--- src/rtl/mul256_op_seq.sv ---
// ============================================================================
//  mul256_op_seq
//  Command sequencer: MUL (D <= A*B) or COPY (D <= A) between the 64 x 260-bit
//  operand memory and the 256-bit multiplier core.
//  Revision: 1.0
// ============================================================================
`default_nettype none

module mul256_op_seq #(
    parameter int AW = 6,
    parameter int DW = 260
) (
    input  logic          clk,
    input  logic          rstn,
    input  logic          cmd_valid,
    output logic          cmd_ready,
    input  logic          cmd_op,
    input  logic [AW-1:0] cmd_a,
    input  logic [AW-1:0] cmd_b,
    input  logic [AW-1:0] cmd_d,
    output logic          busy,
    output logic          done,
    output logic          op_read,
    output logic [AW-1:0] op_raddr,
    input  logic [DW-1:0] op_rdata,
    output logic          op_write,
    output logic [AW-1:0] op_waddr,
    output logic [DW-1:0] op_wdata,
    input  logic          op_wready,
    output logic          core_start,
    output logic [DW-1:0] core_a,
    output logic [DW-1:0] core_b,
    input  logic          core_done,
    input  logic [DW-1:0] core_result
);

    typedef enum logic [3:0] {
        IDLE      = 4'd0,
        RD_A      = 4'd1,
        RD_B      = 4'd2,
        CAP_B     = 4'd3,
        CAP_A     = 4'd4,
        START     = 4'd5,
        WAIT_CORE = 4'd6,
        WR        = 4'd7,
        DONE      = 4'd8
    } state_t;

    state_t          state;
    logic            is_copy;
    logic [AW-1:0]   b_addr;
    logic [AW-1:0]   d_addr;
    logic [DW-1:0]   a_reg;
    logic [DW-1:0]   b_reg;
    logic [DW-1:0]   r_reg;

    assign busy     = (state != IDLE);
    assign core_a   = a_reg;
    assign core_b   = b_reg;
    assign op_wdata = r_reg;

    // Outputs are registered: each transition loads the values the next state drives.
    always_ff @(posedge clk) begin
        if (!rstn) begin
            state      <= IDLE;
            cmd_ready  <= 1'b1;
            done       <= 1'b0;
            op_read    <= 1'b0;
            op_write   <= 1'b0;
            core_start <= 1'b0;
            op_raddr   <= '0;
            op_waddr   <= '0;
            is_copy    <= 1'b0;
            b_addr     <= '0;
            d_addr     <= '0;
            a_reg      <= '0;
            b_reg      <= '0;
            r_reg      <= '0;
        end else begin
            done       <= 1'b0;
            core_start <= 1'b0;
            case (state)
                IDLE: begin
                    if (cmd_valid) begin
                        is_copy   <= cmd_op;
                        b_addr    <= cmd_b;
                        d_addr    <= cmd_d;
                        op_read   <= 1'b1;
                        op_raddr  <= cmd_a;
                        cmd_ready <= 1'b0;
                        state     <= RD_A;
                    end
                end
                RD_A: begin
                    if (is_copy) begin
                        op_read <= 1'b0;
                        state   <= CAP_A;
                    end else begin
                        op_raddr <= b_addr;
                        state    <= RD_B;
                    end
                end
                RD_B: begin
                    a_reg   <= op_rdata;
                    op_read <= 1'b0;
                    state   <= CAP_B;
                end
                CAP_B: begin
                    b_reg      <= op_rdata;
                    core_start <= 1'b1;
                    state      <= START;
                end
                CAP_A: begin
                    r_reg    <= op_rdata;
                    op_write <= 1'b1;
                    op_waddr <= d_addr;
                    state    <= WR;
                end
                START: begin
                    state <= WAIT_CORE;
                end
                WAIT_CORE: begin
                    if (core_done) begin
                        r_reg    <= core_result;
                        op_write <= 1'b1;
                        op_waddr <= d_addr;
                        state    <= WR;
                    end
                end
                WR: begin
                    // Request stays asserted until the memory grants ownership.
                    if (op_wready) begin
                        op_write <= 1'b0;
                        done     <= 1'b1;
                        state    <= DONE;
                    end
                end
                DONE: begin
                    cmd_ready <= 1'b1;
                    state     <= IDLE;
                end
                default: begin
                    op_read   <= 1'b0;
                    op_write  <= 1'b0;
                    cmd_ready <= 1'b1;
                    state     <= IDLE;
                end
            endcase
        end
    end

endmodule

`default_nettype wire

--- config.mk ---
export PLATFORM = sky130hd
export DESIGN_NAME = mul256_op_seq
export DESIGN_NICKNAME = d
export VERILOG_FILES = /design/src/rtl/mul256_op_seq.sv
export SDC_FILE = /design/constraint.sdc
export NUM_CORES = 2
export LEC_CHECK = 0
export CAP_MARGIN = 20
export CORE_AREA = 4 4 524 526
export DETAILED_ROUTE_END_ITERATION = 12
export DIE_AREA = 0 0 528 530
export GPL_TIMING_DRIVEN = 0
export SYNTH_ARGS = -nofsm -noshare
export SYNTH_HDL_FRONTEND = slang
export SYNTH_SLANG_ARGS = --single-unit
export TNS_END_PERCENT = 1
--- constraint.sdc ---
create_clock -name clk -period 1.95 [get_ports clk]
set_input_delay 0.39 -clock clk [delete_from_list [all_inputs] [get_ports clk]]
set_output_delay 0.39 -clock clk [all_outputs]
set_load 0.05 [all_outputs]
# Word-level counts from Yosys, hierarchy flattened
# Index checks and enable logic that the tools add are counted.
dict set report totals {
  ff_bits 814
  latch_bits 0
  ramBits 0
  mem_bits_ro 0
  input_bits 544
  out_inout_bits 798
  wordCells 67
  memories 0
}
dict set report op_classes {
  n_addsub 0
  multipliers 0
  div 0
  order_cmp 0
  n_eq_ne 13
  shifts 0
  mux 22
  bitwise_logic 3
  reduce_logical 15
}
# cell n
set op_table {}
lappend op_table {{$pmux 260 s2} 1}
lappend op_table {{$mux 260} 1}
lappend op_table {{$pmux 4 s8} 1}
lappend op_table {{$pmux 6 s2} 2}
lappend op_table {{$mux 6} 3}
lappend op_table {{$eq 4x3->1 const B} 4}
lappend op_table {{$mux 4} 3}
lappend op_table {{$reduce_and 3->1} 4}
lappend op_table {{$reduce_or 6->1} 2}
lappend op_table {{$ne 2x2->1 const B} 5}
lappend op_table {{$eq 4x2->1 const B} 2}
lappend op_table {{$reduce_and 2->1} 4}
lappend op_table {{$mux 1} 7}
lappend op_table {{$reduce_or 7->1} 1}
lappend op_table {{$eq 4x1->1 const B} 1}
lappend op_table {{$eq 4x4->1 const B} 1}
lappend op_table {{$logic_not 4->1} 1}
lappend op_table {{$pmux 1 s4} 1}
lappend op_table {{$reduce_bool 2->1} 2}
lappend op_table {{$reduce_bool 4->1} 1}
lappend op_table {{$mux 3} 1}
lappend op_table {{$not 1->1} 3}
lappend op_table {{$pmux 1 s3} 1}
lappend op_table {{$pmux 1 s2} 1}

# Depth between registers and ports, before layout
dict set report logic_depth {
  ltp_word 4
  depth_mapped 8
  ltp_nobuf 4
}

# Worst setup path after synthesis
# Ideal clock, no wire load.
dict set report synth_path {
  kind {reg-to-reg}
  startpoint {reg state[3]}
  endpoint {reg r_reg[119], in the netlist op_wdata[119]}
  setup_ps 120
  arrival_ps 1438
  required_time_ps 1830
  path_slack_ps 392
  stages_incl_launch_ff 8
  n_path_buf 3
  synth_period_minus_slack_ps 1558
  cell_sequence {dfxtp_1 buf_4 nor2_2 nand3_1 buf_2 buf_1 a21oi_1 a21oi_1}
}
dict set report synth_between {
  elab_chain_len 3
  word_cells_on_any_way 6
  cone_classes {eq/ne (3); mux (1); reduce/logical (2)}
}
# element line
set synth_lines {}
lappend synth_lines {{start: declaration} 49} ;# state_t state;
lappend synth_lines {{start signal: assignment} 65} ;# state <= IDLE;
lappend synth_lines {{start signal: assignment} 91} ;# state <= RD_A;
lappend synth_lines {{start signal: assignment} 97} ;# state <= CAP_A;
lappend synth_lines {{$eq 4x3->1} 82} ;# case (state)
lappend synth_lines {{$ne 2x2->1 (no source line) / $reduce_bool 2->1 (equally long branches)} n/a}
lappend synth_lines {{$reduce_and 2->1 (no source line)} n/a}
lappend synth_lines {{end signal: assignment} 114} ;# r_reg <= op_rdata;
lappend synth_lines {{end signal: assignment} 124} ;# r_reg <= core_result;
lappend synth_lines {{end: declaration} 55} ;# logic [DW-1:0] r_reg;
# Several ways; a longest one is shown, not always the timed one.
# A chain may end at the register's enable or synchronous reset.

# Worst setup path in the final report
dict set report layout_path {
  startpoint {reg state[3]}
  endpoint {out busy}
}
dict set report layout_between {
  elab_chain_len 1
}
# element line
set layout_lines {}
lappend layout_lines {{$reduce_bool 4->1} 57} ;# assign busy = (state != IDLE);
lappend layout_lines {{end: declaration} 21} ;# output logic busy,
# Every way passes these cells.

==> results.sh <==
export IMPL_io_pins=1342
export IMPL_ys_seq_area_frac=0.524
export IMPL_start_util=0.115
export IMPL_fillCellCount=30500
export IMPL_worstPathArrival_ps=1630
export IMPL_place_congestion=0.993
export IMPL_place_inst=8800
export IMPL_dieWidth_um=528
export IMPL_clkSinkCount=814
export IMPL_detail_route_iter0_violations=3750
export IMPL_hold_ws_ps=117
export IMPL_status="finished, violations left"
export IMPL_vdd_drop_max_uv=778
export IMPL_grt_first_pass_wirelength_mm=351
export IMPL_num_rows=191
export IMPL_grt_max_degree=15
export IMPL_routed_wl_mm=280
export IMPL_required_ps=1560
export IMPL_core_area_um2=270000
export IMPL_dr_pass1_iters=5
export IMPL_avgSynthCellArea_um2=8.03
export IMPL_via_count=36100
export IMPL_dpl_hpwl_mm=237
export IMPL_wl_met3_mm=36.5
export IMPL_gr_total_overflow=0
export IMPL_period_minus_slack_ps=2020
export IMPL_crit_fanout=7
export IMPL_cts_clk_slew_worst_paths_ps=60
export IMPL_fp_dieH_um=530
export IMPL_reg2reg_slack_ps=-50
export IMPL_antenna_found_initial=172
export IMPL_cpMaxStageDelayCell="dfxtp_4"
export IMPL_met1_length_mm=108
export IMPL_cp_end_kind="output pin"
export IMPL_path_class="register to output pin"
export IMPL_timing_slew_headroom=0.423
export IMPL_yosys_area_top_type="dfxtp_1"
export IMPL_synth_area_um2=31100
export IMPL_drc=0
export IMPL_crit_chain="nor2_4 -> nand2_2 -> buf_8"
export IMPL_fin_cells=9030
export IMPL_synth_top_area_frac=0.524
export IMPL_layout_nets=5889
export IMPL_highest_layer="met5"
export IMPL_route_detailed_wl_per_inst_um=31.0
export IMPL_fin_util=0.193
export IMPL_rsz0062_at_grt="yes"
export IMPL_grt_pass1_vias=33600
export IMPL_fmaxAchievable_mhz=494
export IMPL_final_setup_worst_slack_ps=-73.5
export IMPL_cts_buffers=103
export IMPL_cap_violations=0
export IMPL_setup_viol=40
export IMPL_areaGrowthSynthToFinish_pct=68.1
export IMPL_clock_latency_ps=830
export IMPL_cts_tree="built"
export IMPL_regArea_um2=16300
export IMPL_worst_slew_pin_slew_ps=865
export IMPL_synthCells=3870
export IMPL_cts_root_buf="clkbuf_16"
export IMPL_met2_length_mm=124
export IMPL_yosys_top_cells_area="dfxtp_1, nand2_1, a21boi_1"
export IMPL_multi_input_area_um2=13500
export IMPL_power_leakage_nw=19.1
export IMPL_die_area_um2=280000
export IMPL_violations="setup timing"
export IMPL_pre_cts_ws_ps=-1720
export IMPL_via_per_inst=4.00
export IMPL_drv_slew=0
export IMPL_postCtsHoldBufs=0
export IMPL_synth_nets=4414
export IMPL_synth_cell_types=29
export IMPL_clockBufferDepth=4
export IMPL_min_period_over_period=1.04
export IMPL_portBuffers=1340
export IMPL_cp_start_kind="register"
export IMPL_ys_seq_elements=814
export IMPL_cp_slowest_stage_delay_ps=380
export IMPL_track_usage=0.190
export IMPL_hold_viol=0
export IMPL_powerDensity_nw_per_um2=1110
export IMPL_yosys_warnings=0
export IMPL_final_antenna_net_count=0
export IMPL_hold_class="input port to register"
export IMPL_h_tree_depth=3
export IMPL_layout_drive_gt1_share=0.227
export IMPL_skew_ps=63.5
==> registers in the layout (all words and copies together) (netlist names) <==
register / count
op_read: 1
op_waddr: 6
core_b: 260
is_copy: 1
state: 4
done: 1
b_addr: 6
op_wdata: 260
core_start: 1
d_addr: 6
core_a: 260
op_raddr: 6
cmd_ready: 1
op_write: 1
==> kinds of logic (layout without fill, tap and decap cells) <==
kind of cell    count (synthesis)  after routing  share of synthesized area
compound gates               1346           1346                      0.261
simple gates                 1376           1376                      0.168
flops                         814            814                      0.524
other cells                     0             43                          0
mux                             6              6                    0.00193
buf+inv                       328           1875                     0.0444
==> power by group <==
| part | leakage, nW | internal [W] | switching (W) | total (W) |
|---|---|---|---|---|
| clock network | 1.65 | 0.0117 | 0.00823 | 0.0199 |
| logic | 10.8 | 0.00497 | 0.0136 | 0.0185 |
| registers | 6.61 | 0.0184 | 0.00108 | 0.0195 |
| total | 19.1 | 0.0350 | 0.0229 | 0.0579 |
==> path summary, 6_finish.rpt <==
kind                       startpoint                         end  cells past startpoint
max             state[3]$_SDFFE_PN0P_                        busy                      3
min                  core_result[108]  op_wdata[108]$_SDFFE_PN0P_                      3
max reg2reg     state[3]$_SDFFE_PN0P_  op_wdata[139]$_SDFFE_PN0P_                      7
min reg2reg  core_b[160]$_SDFFE_PN0P_    core_b[160]$_SDFFE_PN0P_                      2
==> per-stage QoR <==
step / area, um^2 / setup TNS [ps] / power (W)
floorplan: 31100 / 0 / 0.0293
global placement: 49000 / -1370210 / 0.0386
detailed placement: 49400 / -758460 / 0.0388
CTS: 53600 / -96520 / 0.0587
global route: 52200 / -25840 / 0.0599
finish: 52200 / -874 / 0.0579
==> worst max-delay path: cells and delay by family (launching register included) <==
kind	cells	cell delay (ps)
flops	1	380
buf+inv	1	160
simple gates	2	320
==> routing by layer <==
layer,GRT usage,vias to the layer above
met3,0.0900,523
met4,0.0657,114
li1,-,15900
met2,0.302,2173
met5,0,-
met1,0.222,17400
==> Yosys cell counts <==
library cell  instances
a2111oi_0             1
a2111oi_2             1
a21boi_0            140
a21boi_1            400
a21oi_1             527
a31oi_1               2
and2_1                2
and2b_1               1
and3_1                3
buf_1                26
buf_2               113
buf_4                 2
clkbuf_1            185
dfxtp_1             814
inv_1                 2
mux2i_1               6
nand2_1            1349
nand2b_1              5
nand3_1               6
nor2_1                5
nor2_2                1
nor2b_1               2
nor3_1                1
nor3_4                1
o21a_1                2
o21ai_0             270
o22ai_1               1
o311ai_0              1
o31ai_1               1
==> cell type report <==
class	count	area share
sequential	814	0.313
multi-input combinational	2728	0.259
timing repair buffer	1371	0.239
tap	3570	0.0855
clock buffer	144	0.0556
buffer	325	0.0374
clock inverter	33	0.00932
antenna	43	0.00206
inverter	2	0.000144
==> layout by cell type, fill, tap and decap left out, types with 6 or more instances in the layout <==
cell type / instances
buf_8: 7
bufinv_16: 10
buf_4: 68
buf_2: 337
diode_2: 43
a21boi_0: 140
a21oi_2: 7
clkinv_2: 8
clkbuf_2: 136
clkbuf_16: 103
o21ai_0: 269
clkbuf_8: 18
buf_16: 15
a21oi_1: 518
a21boi_1: 400
buf_12: 13
clkbuf_1: 134
clkdlybuf4s50_1: 542
clkbuf_4: 100
buf_6: 22
clkdlybuf4s15_2: 336
mux2i_1: 6
dfxtp_1: 802
dfxtp_2: 8
nand2_1: 1342
==> timing repair <==
action                                  CTS  global route
buffers inserted                          7             1
setup endpoints to repair              1585          1467
gates resized for setup                2742           885
cloned                                    3             0
endpoints found under the hold margin     0             0
pin swaps                                 5             2
Power figures use the tool's default switching activity.
